<file path="src/rtl/mips_bus_arbiter.sv">
// Two-master Avalon-style bus arbiter for the MIPS memory bus (m0 = fetch, m1 = data/loader).
// Define ARB_ROUND_ROBIN_EN for round-robin tie-break; default build gives m0 fixed priority.
module mips_bus_arbiter #(
    parameter int READ_LATENCY = 1
) (
    input  logic        clk,
    input  logic        reset,
    input  logic [31:0] m0_address,
    input  logic        m0_read,
    input  logic        m0_write,
    input  logic [31:0] m0_writedata,
    input  logic [3:0]  m0_byteenable,
    output logic        m0_waitrequest,
    output logic [31:0] m0_readdata,
    output logic        m0_readdatavalid,
    input  logic [31:0] m1_address,
    input  logic        m1_read,
    input  logic        m1_write,
    input  logic [31:0] m1_writedata,
    input  logic [3:0]  m1_byteenable,
    output logic        m1_waitrequest,
    output logic [31:0] m1_readdata,
    output logic        m1_readdatavalid,
    output logic [31:0] s_address,
    output logic        s_read,
    output logic        s_write,
    output logic [31:0] s_writedata,
    output logic [3:0]  s_byteenable,
    input  logic        s_waitrequest,
    input  logic [31:0] s_readdata,
    output logic [1:0]  grant,
    output logic        busy
);

    typedef enum logic [1:0] {
        IDLE  = 2'd0,
        OWN   = 2'd1,
        RDATA = 2'd2
    } state_t;

    state_t      state;
    logic [2:0]  lat_cnt;
    logic [31:0] m0_rdata_q;
    logic [31:0] m1_rdata_q;

    logic        req0;
    logic        req1;
    logic        pick_m1;
    logic        own_active;
    logic        rd_done;
    logic        own_read;
    logic        own_write;
    logic [31:0] own_address;
    logic [31:0] own_writedata;
    logic [3:0]  own_byteenable;

    assign req0 = m0_read | m0_write;
    assign req1 = m1_read | m1_write;

`ifdef ARB_ROUND_ROBIN_EN
    logic last_m1;
    assign pick_m1 = req1 & (~req0 | ~last_m1);
`else
    assign pick_m1 = req1 & ~req0;
`endif

    assign own_read       = grant[1] ? m1_read       : m0_read;
    assign own_write      = grant[1] ? m1_write      : m0_write;
    assign own_address    = grant[1] ? m1_address    : m0_address;
    assign own_writedata  = grant[1] ? m1_writedata  : m0_writedata;
    assign own_byteenable = grant[1] ? m1_byteenable : m0_byteenable;

    assign own_active = (state == OWN);
    assign busy       = (state != IDLE);

    // Slave side is a pure mux of the owner while in OWN; write wins a read+write collision.
    always_comb begin
        s_address    = '0;
        s_read       = 1'b0;
        s_write      = 1'b0;
        s_writedata  = '0;
        s_byteenable = '0;
        if (own_active) begin
            s_address    = own_address;
            s_read       = own_read & ~own_write;
            s_write      = own_write;
            s_writedata  = own_writedata;
            s_byteenable = own_byteenable;
        end
    end

    assign m0_waitrequest = ~(own_active & grant[0]) | s_waitrequest;
    assign m1_waitrequest = ~(own_active & grant[1]) | s_waitrequest;

    // Read data is passed straight through on the strobe cycle and held afterwards.
    assign rd_done          = (state == RDATA) && (lat_cnt == 3'd0);
    assign m0_readdatavalid = rd_done & grant[0];
    assign m1_readdatavalid = rd_done & grant[1];
    assign m0_readdata      = m0_readdatavalid ? s_readdata : m0_rdata_q;
    assign m1_readdata      = m1_readdatavalid ? s_readdata : m1_rdata_q;

    always_ff @(posedge clk) begin
        if (reset) begin
            state      <= IDLE;
            grant      <= 2'b00;
            lat_cnt    <= 3'd0;
            m0_rdata_q <= '0;
            m1_rdata_q <= '0;
`ifdef ARB_ROUND_ROBIN_EN
            last_m1    <= 1'b1;
`endif
        end else begin
            case (state)
                IDLE: begin
                    if (req0 | req1) begin
                        grant <= pick_m1 ? 2'b10 : 2'b01;
                        state <= OWN;
`ifdef ARB_ROUND_ROBIN_EN
                        last_m1 <= pick_m1;
`endif
                    end
                end
                OWN: begin
                    if (own_write) begin
                        if (!s_waitrequest) begin
                            state <= IDLE;
                            grant <= 2'b00;
                        end
                    end else if (own_read) begin
                        if (!s_waitrequest) begin
                            state   <= RDATA;
                            lat_cnt <= 3'(READ_LATENCY - 1);
                        end
                    end else begin
                        // Owner withdrew before acceptance: abandon without a transfer.
                        state <= IDLE;
                        grant <= 2'b00;
                    end
                end
                RDATA: begin
                    if (lat_cnt == 3'd0) begin
                        if (grant[0]) m0_rdata_q <= s_readdata;
                        if (grant[1]) m1_rdata_q <= s_readdata;
                        state <= IDLE;
                        grant <= 2'b00;
                    end else begin
                        lat_cnt <= lat_cnt - 3'd1;
                    end
                end
                default: begin
                    state <= IDLE;
                    grant <= 2'b00;
                end
            endcase
        end
    end

endmodule

</file>
<file path="config.mk">
export PLATFORM = sky130hd
export DESIGN_NAME = mips_bus_arbiter
export DESIGN_NICKNAME = d
export VERILOG_FILES = /design/src/rtl/mips_bus_arbiter.sv
export SDC_FILE = /design/constraint.sdc
export NUM_CORES = 1
export LEC_CHECK = 0
export CAP_MARGIN = 20
export CORE_AREA = 5 5 119 121
export DETAILED_ROUTE_END_ITERATION = 10
export DIE_AREA = 0 0 124 126
export PLACE_DENSITY = 0.83
export SLEW_MARGIN = 20
export SYNTH_ARGS = -nofsm -noshare
export SYNTH_HDL_FRONTEND = slang
export SYNTH_SLANG_ARGS = --single-unit
</file>
<file path="constraint.sdc">
create_clock -name clk -period 3.1 [get_ports clk]
set_input_delay 0.62 -clock clk [delete_from_list [all_inputs] [get_ports clk]]
set_output_delay 0.62 -clock clk [all_outputs]
set_load 0.01 [all_outputs]
</file>
==> flow_summary.json, run 1 <==
{
  "outcome": "finished clean",
  "final_hold_fails": 0,
  "nNetsFinal": 903,
  "fin_util_pct": 60.66,
  "cp-start-kind": "register",
  "dr.first_iter.drc_count": 223,
  "syn-cell-area_um2": 4192,
  "vias_per_cell": 4.627,
  "combPwrFrac_pct": 24.1,
  "synth-warning-count": 0,
  "routabilityCongestion": 0.8577,
  "irDropWorstVdd_uv": 294.8,
  "fp-row-count": 42,
  "syn_to_final_growth_pct": 87.85,
  "grt_overflow": 0,
  "synth.yosys.seq_area_share_pct": 33.91,
  "die_w_um": 124,
  "synth.distinct_cells": 32,
  "cts_hold_repair.buffers": 0,
  "drt_wl_total_mm": 16.84,
  "first_pass_iters": 4,
  "cts.reportedPaths.clkPinSlew_ns": 0.05,
  "p_total_mw": 2.572,
  "achievable-frequency_ghz": 0.3314,
  "remaining_drc_errors": 0,
  "first_pass_grt_wire_length_mm": 24.48,
  "die_h_um": 126,
  "reg2reg_setup_slack_ns": 1.26,
  "place_hpwl_mm": 13.36,
  "route.antenna.remaining_nets": 0,
  "ioPinCount": 316,
  "total_leakage_power_nw": 3.107,
  "antenna_found_initial": 0,
  "final_setup_vio_count": 0,
  "cts_max_level": 3,
  "rr_endpoint": "m0_rdata_q[31]",
  "power.internal_mw": 1.934,
  "rr_startpoint": "lat_cnt[0]",
  "p_sw_share_pct": 24.80,
  "endpoint_kind": "output port",
  "mostFrequentLayoutCells": "clkdlybuf4s50_1, nor2_1, dfxtp_1",
  "wirelength_per_cell_um": 18.57,
  "root_buffer": "clkbuf_16",
  "min_from": "lat_cnt[0]",
  "netlist_top_cells_area": "dfxtp_1, mux2_4, mux2i_1",
  "timing.final.max_slew_violations": 0,
  "finClkSkew_ns": 0.007371,
  "final.fill_count": 1041,
  "fp.coreArea_um2": 12980,
  "initial_utilization_pct": 32.29,
  "syn_area_per_cell_um2": 9.980,
  "tritoncts": "yes",
  "maxSlewHeadroom_pct": 61.18,
  "worstSetupStartpoint": "lat_cnt[0]",
  "insertion_delay_ns": 0.33,
  "required_time_of_the_worst_setup_path_ns": 2.48,
  "timing.final.ws_setup_ns": 0.08277,
  "worst-slew-pin-transition_ns": 0.5762,
  "via_count": 4197,
  "synthDominantAreaCellType": "dfxtp_1",
  "power.clock.fraction_pct": 39.8,
  "seqPwrFrac_pct": 36.1,
  "finalCriticalPeriod_ns": 3.017,
  "drive_gt1_share_pct": 13.27,
  "worst_hold_path.endpoint": "lat_cnt[0]",
  "synthDominantCellAreaShare_pct": 33.91,
  "layout.cells.most_common": "clkdlybuf4s50_1",
  "max-clock-path-buffers": 2,
  "hold-worst-slack_ns": 0.4965,
  "holdCritPathClass": "reg2reg",
  "syn_inst": 420,
  "reg2regPathDepth": 7,
  "synth-seq-cells": 71,
  "min_period_over_period_pct": 97.33,
  "dp_worst_setup_slack_ns": 0.3144,
  "path_class": "reg2out",
  "number_of_buffers_created_by_cts": 9,
  "total_switching_power_uw": 638.0,
  "io_buf_count": 315,
  "grt_start_max_net_pins": 70,
  "cts_sinks": 71,
  "vias_in_the_first_global_route": 4461,
  "max_cap_violations": 0,
  "syn-num-nets": 597,
  "hold_depth": 2,
  "cp_max_fo": 16,
  "die_area_um2": 15620,
  "grt_resource_usage_total_pct": 19.91,
  "power.density_cell_area_nw_per_um2": 326.7,
  "diodes": 0,
  "cp.arrival_ns": 2.40
}
[cell usage after synthesis]
master,n
o21ai_0,3
mux2_2,9
mux2_4,55
clkbuf_1,16
nor2b_1,66
nor2_1,75
buf_2,7
inv_1,6
nand2b_1,3
or2_2,1
o31ai_1,1
and2b_4,1
nor3_1,2
buf_6,6
ha_1,2
dfxtp_1,71
nand3b_1,1
nor3b_1,2
a221oi_1,1
o211ai_1,1
and3_1,1
nor4_1,1
nand4b_1,1
mux2i_1,69
nand2_1,6
nand3_1,1
and3b_1,1
buf_1,1
nand3_4,2
a31oi_1,2
and2b_1,1
a21oi_1,5
[state kept, by name, summed over array words and instances (netlist names)]
signal      cells
grant           2
m1_rdata_q     32
state           2
lat_cnt         3
m0_rdata_q     32
[power groups by stage]
stage / Sequential, mW / Clock, mW / Combinational, mW
floorplan: 0.943 / 0 / 0.199
global placement: 0.948 / 0 / 0.607
detailed placement: 0.948 / 0 / 0.620
CTS: 0.928 / 1.04 / 0.623
global route: 0.928 / 1.08 / 0.657
finish: 0.928 / 1.02 / 0.620
[critical path: stages (launching register included)]
cell             delay, ns
dfxtp_1               0.33
inv_1                 0.08
ha_1                  0.21
and2b_2               0.25
nand3_4               0.17
buf_12                0.20
mux2_2                0.36
clkdlybuf4s50_1       0.48
[cell type report]
class / count / area [um2] / share of cell area [%]
Tap cell: 176 / 220.2 / 2.797
Clock buffer: 10 / 229.0 / 2.908
Multi-Input combinational cell: 313 / 2585 / 32.83
Clock inverter: 6 / 68.82 / 0.8740
Sequential cell: 71 / 1425 / 18.10
Timing Repair Buffer: 325 / 3323 / 42.21
Inverter: 6 / 22.52 / 0.2860
[worst max path at each step]
stage	endpoint	slack, ns	cells after the start
6_report	m0_readdata[7]	0.08	7
5_1_grt	m0_readdata[28]	-0.01	7
4_1_cts	m1_readdata[31]	0.02	7
3_5_place_dp	m0_readdata[18]	0.31	7
3_3_place_gp	m0_readdata[7]	0.35	7
2_1_floorplan	m0_readdata[7]	1.01	6
[kinds of logic (layout without fill, tap and decap cells)]
group / after synthesis / in the layout / share of synthesized area (%)
compound gates: 13 / 13 / 1.821
fa+ha+maj: 2 / 2 / 0.5969
buf+inv: 36 / 347 / 4.507
flops: 71 / 71 / 33.91
mux: 133 / 133 / 38.60
simple gates: 165 / 165 / 20.57
[metrics by stage]
| step | instance area, um2 | setup TNS [ns] | std cells |
|---|---|---|---|
| 2_1_floorplan | 4192 | 0 | 420 |
| 3_3_place_gp | 7522 | 0 | 889 |
| 3_5_place_dp | 7522 | 0 | 889 |
| 4_1_cts | 7840 | 0 | 906 |
| 5_1_grt | 7874 | -0.04192 | 907 |
| 6_report | 7874 | 0 | 907 |
[timing repair]
action                     in CTS  in global routing
pin swaps                       1                  0
resized for setup               0                  2
cloned                          0                  1
setup endpoints to repair      22                 38
buffers inserted                1                  0
[layer usage]
layer	global-route usage [%]	vias up	part of all wire, %
li1	-	2017	-
met1	21.30	1957	37
met2	36.56	191	51
met3	7.309	32	10
met4	4.961	0	1.9
met5	0	-	0
Note: power is estimated with default switching activity, not from simulation.
==> inputs of run 2 (changes only) <==
Settings changed: GPL_TIMING_DRIVEN set to 0, HOLD_SLACK_MARGIN set to 0.06.
==> flow_summary.json, run 2 (synthesis results as in run 1) <==
{
  "number_of_buffers_created_by_cts": 9,
  "max-clock-path-buffers": 2,
  "post-cts-setup-buffers": 0,
  "endpoint_kind": "output port",
  "place_hpwl_mm": 14.06,
  "total_leakage_power_nw": 3.126,
  "path_class": "reg2out",
  "final.fill_count": 1042,
  "vias_per_cell": 4.599,
  "timing.final.max_slew_violations": 0,
  "route.antenna.remaining_nets": 0,
  "finalSetupTns_ns": 0,
  "achievable-frequency_ghz": 0.3327,
  "slowest_stage": "clkdlybuf4s50_1",
  "insertion_delay_ns": 0.33,
  "fin_util_pct": 60.82,
  "io_buf_count": 314,
  "dp_worst_setup_slack_ns": 0.2670,
  "wirelength_per_cell_um": 18.45,
  "grt_overflow": 0,
  "die_area_um2": 15620,
  "timing.final.ws_setup_ns": 0.09456,
  "grt_start_max_net_pins": 13,
  "power.density_cell_area_nw_per_um2": 341.2,
  "vias_in_the_first_global_route": 4650,
  "cts_sinks": 71,
  "finClkSkew_ns": 0.004710,
  "first_pass_iters": 4,
  "crit_path_max_incr_delay_ns": 0.48,
  "drt_wl_total_mm": 17.08,
  "via_count": 4259,
  "crit_path_cell_trace": "inv_1 > ha_1 > and2b_2 > nand3_4 > buf_6 > mux2_2 > clkdlybuf4s50_1",
  "remaining_drc_errors": 0,
  "syn_to_final_growth_pct": 88.33,
  "nNetsFinal": 922,
  "required_time_of_the_worst_setup_path_ns": 2.48,
  "diodes": 0,
  "cts.reportedPaths.clkPinSlew_ns": 0.06,
  "grt_resource_usage_total_pct": 20.61,
  "ioPinCount": 316,
  "min_period_over_period_pct": 96.95,
  "routabilityCongestion": 0.9398,
  "final_setup_vio_count": 0,
  "first_pass_grt_wire_length_mm": 25.32,
  "layout.cells.most_common": "clkdlybuf4s50_1",
  "max_cap_violations": 0,
  "initial_utilization_pct": 32.29,
  "maxSlewHeadroom_pct": 65.76,
  "drive_gt1_share_pct": 13.20,
  "fp.coreArea_um2": 12980,
  "die_h_um": 126,
  "outcome": "finished clean",
  "holdCritPathClass": "reg2reg",
  "mostFrequentLayoutCells": "clkdlybuf4s50_1, nor2_1, dfxtp_1",
  "irDropWorstVdd_uv": 331.0,
  "largest_registers": "m0_rdata_q (32), m1_rdata_q (32), lat_cnt (3)",
  "dr.first_iter.drc_count": 136,
  "fp-row-count": 42,
  "cp.arrival_ns": 2.39,
  "cp-start-kind": "register",
  "finalCriticalPeriod_ns": 3.005,
  "antenna_found_initial": 0,
  "cp_max_fo": 10,
  "grt_setup_unrepaired": "no",
  "cts_max_level": 3,
  "final_hold_fails": 0,
  "die_w_um": 124,
  "root_buffer": "clkbuf_16",
  "worst-slew-pin-transition_ns": 0.5083,
  "tritoncts": "yes"
}
==> run 2: stage by stage <==
stage / cell area [um2] / hold WS (ns) / power, mW / cells
2_1_floorplan: 4192 / 0.4435 / 1.142 / 420
3_3_place_gp: 7555 / 0.4541 / 1.560 / 910
3_5_place_dp: 7555 / 0.4649 / 1.571 / 910
4_1_cts: 7889 / 0.4726 / 2.718 / 926
5_1_grt: 7894 / 0.4862 / 2.797 / 926
6_report: 7894 / 0.4864 / 2.693 / 926
==> run 2: critical path, delay by kind of cell (launching register included) <==
family / cells / cell delay [ns]
buffers and inverters: 3 / 0.75
AND/OR/NAND/NOR: 2 / 0.40
multiplexers: 1 / 0.36
flip-flops: 1 / 0.34
adder cells (fa/ha/maj): 1 / 0.21
==> run 2: power by group <==
group / internal, mW / total, mW / switching [mW]
Clock: 0.751 / 1.14 / 0.390
Sequential: 0.917 / 0.925 / 0.00730
Combinational: 0.387 / 0.627 / 0.240
==> run 2: final timing paths <==
path | cells after the start | endpoint | from | slack, ns
worst max-delay path | 7 | m0_readdata[7] | lat_cnt[0] | 0.09
worst min-delay path | 2 | lat_cnt[0] | lat_cnt[0] | 0.49
worst max register to register | 7 | m0_rdata_q[7] | lat_cnt[0] | 1.27
worst min register to register | 2 | lat_cnt[0] | lat_cnt[0] | 0.49
==> run 2: repair_timing <==
action	4_1_cts	5_1_grt
setup endpoints to repair	21	14
hold buffers	0	0
gates resized for setup	1	4
==> run 2: metal layers <==
metal | vias up | share of wire (%) | track usage (%)
li1 | 2054 | - | -
met1 | 1971 | 39 | 23.34
met2 | 200 | 50 | 36.53
met3 | 34 | 8.8 | 6.413
met4 | 0 | 2.5 | 6.443
met5 | - | 0 | 0
==> run 2: layout make-up <==
type                       count  area (um2)  area share (%)
sequential                    71        1421           18.01
inverter                       6       22.52          0.2853
tap                          176       220.2           2.790
clock buffer                  12       256.5           3.249
buffer                        30       171.4           2.171
clock inverter                 4       76.32          0.9669
timing repair buffer         314        3143           39.82
multi-input combinational    313        2582           32.72
